<file path="src/rtl/mem_arbiter_pkg.sv">
// Shared types, widths and helpers for the byte-wide RAM port arbiter.
package mem_arbiter_pkg;

    localparam int unsigned ROBBW = 4;
    localparam int unsigned AW    = 32;
    localparam int unsigned DW    = 32;
    localparam int unsigned CNTW  = 3;

    localparam logic [1:0] MEMW_B = 2'b00;
    localparam logic [1:0] MEMW_H = 2'b01;
    localparam logic [1:0] MEMW_W = 2'b10;

    localparam logic TRUE  = 1'b1;
    localparam logic FALSE = 1'b0;

    typedef enum logic [2:0] {
        ST_IDLE  = 3'd0,
        ST_IF_RD = 3'd1,
        ST_LS_RD = 3'd2,
        ST_LS_WR = 3'd3,
        ST_COOL  = 3'd4
    } state_e;

    typedef enum logic {
        GNT_IF  = 1'b0,
        GNT_LSB = 1'b1
    } grant_e;

    // Byte count for an LSB width code; the reserved code behaves as a word.
    function automatic logic [CNTW-1:0] width_bytes(input logic [1:0] w);
        case (w)
            MEMW_B:  return CNTW'(1);
            MEMW_H:  return CNTW'(2);
            default: return CNTW'(4);
        endcase
    endfunction

endpackage

</file>
<file path="src/rtl/mem_arbiter.sv">
// Arbitrates the single byte-wide RAM port between instruction fetch and the
// load/store buffer, sequencing each request as little-endian byte transfers.
module mem_arbiter
    import mem_arbiter_pkg::*;
(
    input  logic                 clk,
    input  logic                 rst,
    input  logic                 rdy,
    input  logic                 clr,
    input  logic                 if_req_flag,
    input  logic [AW-1:0]        if_req_addr,
    output logic                 if_done_flag,
    output logic [DW-1:0]        if_data,
    input  logic                 lsb_req_flag,
    input  logic [1:0]           lsb_req_width,
    input  logic                 lsb_req_type,
    input  logic                 lsb_req_signed,
    input  logic [AW-1:0]        lsb_req_addr,
    input  logic [DW-1:0]        lsb_req_data,
    input  logic [ROBBW-1:0]     lsb_req_rob_id,
    output logic                 lsb_done_flag,
    output logic                 ld_cdb_flag,
    output logic [ROBBW-1:0]     ld_cdb_rob_id,
    output logic [DW-1:0]        ld_cdb_val,
    input  logic [7:0]           mem_din,
    output logic [7:0]           mem_dout,
    output logic [AW-1:0]        mem_a,
    output logic                 mem_wr
);

    state_e            state_q, state_d;
    grant_e            last_grant_q, last_grant_d;
    logic [CNTW-1:0]   cnt_q, cnt_d;
    logic [CNTW-1:0]   n_q, n_d;
    logic [AW-1:0]     addr_q, addr_d;
    logic [DW-1:0]     data_q, data_d;
    logic [DW-1:0]     asm_q, asm_d;
    logic              sgn_q, sgn_d;
    logic [ROBBW-1:0]  rob_q, rob_d;

    logic              if_done_q, if_done_d;
    logic [DW-1:0]     if_data_q, if_data_d;
    logic              lsb_done_q, lsb_done_d;
    logic              cdb_flag_q, cdb_flag_d;
    logic [ROBBW-1:0]  cdb_rob_q, cdb_rob_d;
    logic [DW-1:0]     cdb_val_q, cdb_val_d;
    logic [7:0]        mem_dout_q, mem_dout_d;
    logic [AW-1:0]     mem_a_q, mem_a_d;
    logic              mem_wr_q, mem_wr_d;

    logic [CNTW-1:0]   nxt_idx_c;
    logic [1:0]        rd_idx_c;
    logic [DW-1:0]     asm_next_c;
    logic [DW-1:0]     load_val_c;
    logic              grant_lsb_c;

    assign nxt_idx_c   = cnt_q + CNTW'(1);
    assign rd_idx_c    = 2'(cnt_q - CNTW'(1));
    assign grant_lsb_c = lsb_req_flag && (!if_req_flag || last_grant_q == GNT_IF);

    // Merge the byte arriving this edge into its lane, then extend for loads.
    always_comb begin
        asm_next_c = asm_q;
        asm_next_c[{rd_idx_c, 3'b000} +: 8] = mem_din;
        case (n_q)
            CNTW'(1): load_val_c = {{24{sgn_q & asm_next_c[7]}},  asm_next_c[7:0]};
            CNTW'(2): load_val_c = {{16{sgn_q & asm_next_c[15]}}, asm_next_c[15:0]};
            default:  load_val_c = asm_next_c;
        endcase
    end

    // Next-state, grant, byte sequencing and completion pulses.
    always_comb begin
        state_d      = state_q;
        last_grant_d = last_grant_q;
        cnt_d        = cnt_q;
        n_d          = n_q;
        addr_d       = addr_q;
        data_d       = data_q;
        asm_d        = asm_q;
        sgn_d        = sgn_q;
        rob_d        = rob_q;
        if_done_d    = FALSE;
        if_data_d    = if_data_q;
        lsb_done_d   = FALSE;
        cdb_flag_d   = FALSE;
        cdb_rob_d    = cdb_rob_q;
        cdb_val_d    = cdb_val_q;
        mem_dout_d   = mem_dout_q;
        mem_a_d      = mem_a_q;
        mem_wr_d     = mem_wr_q;

        case (state_q)
            ST_IDLE: begin
                mem_wr_d = FALSE;
                mem_a_d  = '0;
                cnt_d    = '0;
                asm_d    = '0;
                if (!clr) begin
                    if (grant_lsb_c) begin
                        last_grant_d = GNT_LSB;
                        addr_d       = lsb_req_addr;
                        n_d          = width_bytes(lsb_req_width);
                        sgn_d        = lsb_req_signed;
                        data_d       = lsb_req_data;
                        rob_d        = lsb_req_rob_id;
                        mem_a_d      = lsb_req_addr;
                        if (lsb_req_type) begin
                            state_d    = ST_LS_WR;
                            mem_wr_d   = TRUE;
                            mem_dout_d = lsb_req_data[7:0];
                        end else begin
                            state_d = ST_LS_RD;
                        end
                    end else if (if_req_flag) begin
                        last_grant_d = GNT_IF;
                        addr_d       = if_req_addr;
                        n_d          = CNTW'(4);
                        mem_a_d      = if_req_addr;
                        state_d      = ST_IF_RD;
                    end
                end
            end

            ST_IF_RD, ST_LS_RD: begin
                if (clr) begin
                    state_d  = ST_IDLE;
                    mem_a_d  = '0;
                    mem_wr_d = FALSE;
                    cnt_d    = '0;
                end else begin
                    cnt_d = nxt_idx_c;
                    if (cnt_q != '0) asm_d = asm_next_c;
                    if (nxt_idx_c < n_q) mem_a_d = addr_q + AW'(nxt_idx_c);
                    if (cnt_q == n_q) begin
                        state_d = ST_COOL;
                        cnt_d   = '0;
                        mem_a_d = '0;
                        if (state_q == ST_IF_RD) begin
                            if_done_d = TRUE;
                            if_data_d = asm_next_c;
                        end else begin
                            lsb_done_d = TRUE;
                            cdb_flag_d = TRUE;
                            cdb_rob_d  = rob_q;
                            cdb_val_d  = load_val_c;
                        end
                    end
                end
            end

            // Committed stores always finish, so rollback is not observed here.
            ST_LS_WR: begin
                cnt_d = nxt_idx_c;
                if (nxt_idx_c < n_q) begin
                    mem_a_d    = addr_q + AW'(nxt_idx_c);
                    mem_dout_d = data_q[{nxt_idx_c[1:0], 3'b000} +: 8];
                end else begin
                    state_d    = ST_COOL;
                    cnt_d      = '0;
                    mem_wr_d   = FALSE;
                    mem_a_d    = '0;
                    lsb_done_d = TRUE;
                end
            end

            ST_COOL: state_d = ST_IDLE;

            default: state_d = ST_IDLE;
        endcase
    end

    // State and output registers; rdy low freezes everything.
    always_ff @(posedge clk or posedge rst) begin
        if (rst) begin
            state_q      <= ST_IDLE;
            last_grant_q <= GNT_IF;
            cnt_q        <= '0;
            n_q          <= '0;
            addr_q       <= '0;
            data_q       <= '0;
            asm_q        <= '0;
            sgn_q        <= FALSE;
            rob_q        <= '0;
            if_done_q    <= FALSE;
            if_data_q    <= '0;
            lsb_done_q   <= FALSE;
            cdb_flag_q   <= FALSE;
            cdb_rob_q    <= '0;
            cdb_val_q    <= '0;
            mem_dout_q   <= '0;
            mem_a_q      <= '0;
            mem_wr_q     <= FALSE;
        end else if (rdy) begin
            state_q      <= state_d;
            last_grant_q <= last_grant_d;
            cnt_q        <= cnt_d;
            n_q          <= n_d;
            addr_q       <= addr_d;
            data_q       <= data_d;
            asm_q        <= asm_d;
            sgn_q        <= sgn_d;
            rob_q        <= rob_d;
            if_done_q    <= if_done_d;
            if_data_q    <= if_data_d;
            lsb_done_q   <= lsb_done_d;
            cdb_flag_q   <= cdb_flag_d;
            cdb_rob_q    <= cdb_rob_d;
            cdb_val_q    <= cdb_val_d;
            mem_dout_q   <= mem_dout_d;
            mem_a_q      <= mem_a_d;
            mem_wr_q     <= mem_wr_d;
        end
    end

    assign if_done_flag  = if_done_q;
    assign if_data       = if_data_q;
    assign lsb_done_flag = lsb_done_q;
    assign ld_cdb_flag   = cdb_flag_q;
    assign ld_cdb_rob_id = cdb_rob_q;
    assign ld_cdb_val    = cdb_val_q;
    assign mem_dout      = mem_dout_q;
    assign mem_a         = mem_a_q;
    assign mem_wr        = mem_wr_q;

endmodule

</file>
<file path="config.mk">
export PLATFORM = sky130hd
export DESIGN_NAME = mem_arbiter
export DESIGN_NICKNAME = d
export VERILOG_FILES = /design/src/rtl/mem_arbiter_pkg.sv /design/src/rtl/mem_arbiter.sv
export SDC_FILE = /design/constraint.sdc
export NUM_CORES = 1
export LEC_CHECK = 0
export BUFFER_PORTS_ARGS = -buffer_cell sky130_fd_sc_hd__buf_2
export CORE_ASPECT_RATIO = 0.9
export CORE_MARGIN = 1.5
export CORE_UTILIZATION = 55
export CTS_BUF_LIST = sky130_fd_sc_hd__clkbuf_16
export DETAILED_ROUTE_END_ITERATION = 12
export PLACE_DENSITY = 0.77
export SLEW_MARGIN = 0
export SYNTH_ARGS = -nofsm -noshare
export SYNTH_HDL_FRONTEND = slang
export SYNTH_SLANG_ARGS = --single-unit
</file>
<file path="constraint.sdc">
create_clock -name clk -period 9 [get_ports clk]
set_input_delay 0.9 -clock clk [delete_from_list [all_inputs] [get_ports clk]]
set_output_delay 0.9 -clock clk [all_outputs]
set_load 0.01 [all_outputs]
</file>
==> run_summary.xml <==
<?xml version="1.0" encoding="UTF-8"?>
<metrics>
  <group name="timing">
    <metric name="final_hold_violating_endpoints" unit="">0</metric>
    <metric name="setup_repair_after_global_routing_missed_its_margin" unit="">false</metric>
    <metric name="postLayoutSetupSlackWorst" unit="ns">4.69</metric>
    <metric name="fin_tns_setup" unit="ns">0</metric>
    <metric name="worst_slew_margin_rel" unit="%">21.8</metric>
    <metric name="timing.final.crit_share" unit="%">47.9</metric>
    <metric name="setup_violations" unit="">0</metric>
    <metric name="finalWorstPathRequiredPeriod" unit="ns">4.31</metric>
    <metric name="slew_at_the_pin_closest_to_its_max_slew_limit" unit="ns">1.17</metric>
    <metric name="maxClockFrequency" unit="GHz">0.232</metric>
    <metric name="finalClockSkew" unit="ns">0.0128</metric>
    <metric name="final-max-slew-violation-count" unit="">0</metric>
  </group>
  <group name="clocking">
    <metric name="hold_buffers" unit="">0</metric>
    <metric name="ctsHtreeMaxLevel" unit="">1</metric>
    <metric name="clkLatencyLatePin" unit="ns">0.51</metric>
    <metric name="cts_made_buffers" unit="">24</metric>
    <metric name="cts.path.max_buffers" unit="">3</metric>
    <metric name="cts_tree" unit="">done</metric>
    <metric name="cts_num_sinks" unit="">223</metric>
    <metric name="cts_resized" unit="">0</metric>
    <metric name="clkSlewWorstSetupHoldPaths" unit="ns">0.07</metric>
    <metric name="cts.repair_timing.setup_buffer_count" unit="">0</metric>
    <metric name="cts_root_buf" unit="">sky130_fd_sc_hd__clkbuf_16</metric>
  </group>
  <group name="die">
    <metric name="die_area" unit="µm²">20600</metric>
    <metric name="floorplan.initialDensity" unit="%">56.4</metric>
    <metric name="io_pins" unit="">230</metric>
    <metric name="fp.dieH" unit="µm">136</metric>
    <metric name="fp.coreArea" unit="µm²">19300</metric>
    <metric name="std_cell_rows" unit="">48</metric>
    <metric name="die_width" unit="µm">151</metric>
  </group>
  <group name="cells_and_area">
    <metric name="drive_gt1_share" unit="%">33.0</metric>
    <metric name="layout.cells.most_common" unit="">sky130_fd_sc_hd__buf_2</metric>
    <metric name="area_delta_synth_final" unit="%">17.9</metric>
    <metric name="layout.nets" unit="">1295</metric>
    <metric name="layout.cells.most_common_list" unit="">229 x sky130_fd_sc_hd__buf_2, 223 x sky130_fd_sc_hd__dfrtp_1, 93 x sky130_fd_sc_hd__nand2_1</metric>
  </group>
  <group name="setup_path">
    <metric name="worstPathRequired" unit="ns">9.44</metric>
    <metric name="r2r_slack" unit="ns">4.69</metric>
    <metric name="setup.worst_path.start_class" unit="">flop</metric>
    <metric name="cp_max_fo" unit="">17</metric>
    <metric name="rr_worst_depth" unit="">8</metric>
    <metric name="timing_worst_setup_path_type" unit="">reg -&gt; reg</metric>
    <metric name="crit_start" unit="">cnt_q[0]</metric>
    <metric name="critPathCaptureType" unit="">flop</metric>
    <metric name="r2r_end" unit="">mem_a[30]</metric>
    <metric name="worstPathArrival" unit="ns">4.76</metric>
    <metric name="crit-reg2reg-launch" unit="">cnt_q[0]</metric>
    <metric name="crit_end" unit="">mem_a[30]</metric>
  </group>
  <group name="grt">
    <metric name="wire_length_of_the_first_global_routing_pass" unit="µm">41600</metric>
    <metric name="first_global_vias" unit="">7950</metric>
    <metric name="grt_antenna_before_repair" unit="">3</metric>
    <metric name="grt_max_degree" unit="">147</metric>
    <metric name="grt_usage" unit="%">25.4</metric>
    <metric name="globalRoute.totalOverflow" unit="">0</metric>
  </group>
  <group name="routing">
    <metric name="route.antenna.remaining_nets" unit="">0</metric>
    <metric name="detail_route.wl_per_cell" unit="µm">18.1</metric>
    <metric name="route.vias.total" unit="">8222</metric>
    <metric name="detail_route.iter0.violations" unit="">504</metric>
    <metric name="routed_wl" unit="µm">25900</metric>
    <metric name="detail_route.first_pass.iterations" unit="">5</metric>
    <metric name="drc_errors" unit="">0</metric>
    <metric name="drt-vias-per-instance" unit="">5.75</metric>
  </group>
  <group name="job">
    <metric name="timing.max_cap.violations" unit="">0</metric>
  </group>
  <group name="power_and_ir_drop">
    <metric name="power_per_cell_area" unit="nW/µm²">310</metric>
    <metric name="combinationalPowerShare" unit="%">36.0</metric>
    <metric name="sequentialPowerShare" unit="%">41.7</metric>
    <metric name="power.switching" unit="µW">1460</metric>
    <metric name="vdd_ir_drop_max" unit="mV">0.190</metric>
    <metric name="total_leakage_power" unit="µW">0.00628</metric>
    <metric name="fraction_of_power_spent_switching_nets" unit="%">36.7</metric>
    <metric name="internal-power" unit="µW">2510</metric>
    <metric name="clockPowerShare" unit="%">22.4</metric>
  </group>
  <group name="placed_design">
    <metric name="place_ws" unit="ns">4.69</metric>
    <metric name="detailedPlacementHpwl" unit="µm">17900</metric>
    <metric name="place.port_buffers" unit="">229</metric>
    <metric name="finalWeightedCongestion" unit="">0.850</metric>
  </group>
  <group name="status">
    <metric name="status" unit="">finished, final reports clean</metric>
  </group>
  <group name="yosys">
    <metric name="synth.largest_area_cell" unit="">sky130_fd_sc_hd__dfrtp_1</metric>
    <metric name="yosys_warnings" unit="">0</metric>
    <metric name="synth.cell_area" unit="µm²">10900</metric>
    <metric name="synth_enable_flop_cells" unit="">0</metric>
    <metric name="yosysTopAreaCellShare" unit="%">51.3</metric>
    <metric name="synth.top_cells.by_area" unit="">sky130_fd_sc_hd__dfrtp_1 51%, sky130_fd_sc_hd__mux2_2 7.5%, sky130_fd_sc_hd__nand2_1 3.2%</metric>
    <metric name="synthCells" unit="">959</metric>
    <metric name="synth_nets" unit="">1090</metric>
    <metric name="post_synthesis_average_cell_area" unit="µm²">11.3</metric>
    <metric name="ys_async_sr_fraction" unit="%">100</metric>
    <metric name="synth_top_flop_cell" unit="">sky130_fd_sc_hd__dfrtp_1</metric>
    <metric name="post_synth_num_cell_types" unit="">77</metric>
    <metric name="fraction_of_the_yosys_area_taken_by_sequential_cells" unit="%">51.3</metric>
    <metric name="postSynthRegisterBits" unit="">223</metric>
  </group>
  <group name="hold_path">
    <metric name="min-delay-path-class" unit="">reg -&gt; reg</metric>
  </group>
</metrics>
[cells by family after synthesis]
kind of cell | share of synthesized area, %
adders and majority gates | 1.56
DFF | 51.3
buffers and inverters | 3.54
AOI/OAI and AO/OA | 16.7
xor gates and xnor gates | 2.73
and+or+nand+nor | 11.8
muxes | 12.3
[Yosys cell counts, drive strengths merged, types with 5 or more instances]
| master | n |
|---|---|
| xnor2 | 20 |
| a22o | 9 |
| nor2 | 52 |
| a21o | 17 |
| o31ai | 27 |
| o211ai | 12 |
| ha | 12 |
| dfrtp | 223 |
| a221o | 15 |
| mux2i | 33 |
| and3 | 6 |
| mux2 | 73 |
| and4 | 5 |
| nor2b | 29 |
| o21a | 10 |
| o21ai | 57 |
| inv | 18 |
| xor2 | 13 |
| mux4 | 8 |
| o32ai | 14 |
| nor3 | 13 |
| clkbuf | 22 |
| o22a | 16 |
| nand4 | 11 |
| and2b | 8 |
| buf | 36 |
| nand3 | 15 |
| nand2 | 95 |
| a21oi | 51 |
[registers in the layout (all words and copies together), names as in the netlist, 3 cells and up]
name and count:
ld_cdb_val 32, if_data 32, rob_q 4, asm_q 32, data_q 32, n_q 3
mem_a 32, addr_q 32, mem_dout 8, state_q 3, ld_cdb_rob_id 4, cnt_q 3
[power groups by stage]
stage	Sequential, µW	Combinational, µW	Clock, µW
2_1_floorplan	1640	999	0
3_3_place_gp	1660	1390	0
3_5_place_dp	1670	1430	0
4_1_cts	1650	1440	906
5_1_grt	1700	1570	949
6_report	1650	1430	888
[worst max-delay path, cell delays in order, from the launching register on]
cell                      delay (ns)
sky130_fd_sc_hd__dfrtp_1        0.81
sky130_fd_sc_hd__inv_1          0.22
sky130_fd_sc_hd__ha_1           0.85
sky130_fd_sc_hd__ha_1           0.36
sky130_fd_sc_hd__nor2b_1        0.13
sky130_fd_sc_hd__o21a_1         0.25
sky130_fd_sc_hd__o31a_1         0.58
sky130_fd_sc_hd__nor4_4         0.76
sky130_fd_sc_hd__a221o_2        0.29
[worst min-delay path by stage]
stage | slack (ns) | endpoint | cells past startpoint | startpoint
after floorplan | 0.44 | asm_q[13] | 2 | asm_q[13]
after global placement | 0.45 | asm_q[18] | 2 | asm_q[18]
after detailed placement | 0.46 | asm_q[24] | 2 | asm_q[24]
after CTS | 0.47 | asm_q[22] | 2 | asm_q[22]
after global routing | 0.49 | asm_q[24] | 2 | asm_q[24]
final | 0.47 | asm_q[23] | 2 | asm_q[23]
[stage by stage]
| step | utilization [%] | power [µW] | cell area, µm² | std cells | hold slack, ns |
|---|---|---|---|---|---|
| finish | 66.5 | 3970 | 12800 | 1431 | 0.468 |
| global route | 66.5 | 4220 | 12800 | 1430 | 0.487 |
| CTS | 66.5 | 3990 | 12800 | 1429 | 0.471 |
| global placement | 62.9 | 3040 | 12100 | 1388 | 0.451 |
| detailed placement | 62.9 | 3090 | 12100 | 1388 | 0.458 |
| floorplan | - | 2640 | 10900 | 959 | 0.441 |
[routing by layer]
| metal | vias to the layer above | part of all wire (%) | track usage [%] |
|---|---|---|---|
| met5 | - | 0.039 | 0 |
| met1 | 4013 | 46 | 36.5 |
| li1 | 3906 | - | - |
| met4 | 2 | 2.0 | 6.09 |
| met3 | 39 | 6.4 | 4.93 |
| met2 | 262 | 46 | 39.8 |
[cell type report]
class                           count  area, µm²
Multi-Input combinational cell    660       4940
Clock buffer                       25        626
Tap cell                          250        313
Fill cell                        1529       6460
Sequential cell                   223       5580
Clock inverter                     16       72.6
Timing Repair Buffer              237       1210
Antenna cell                        2       5.00
Inverter                           18       75.1
Power figures use the tool's default switching activity.
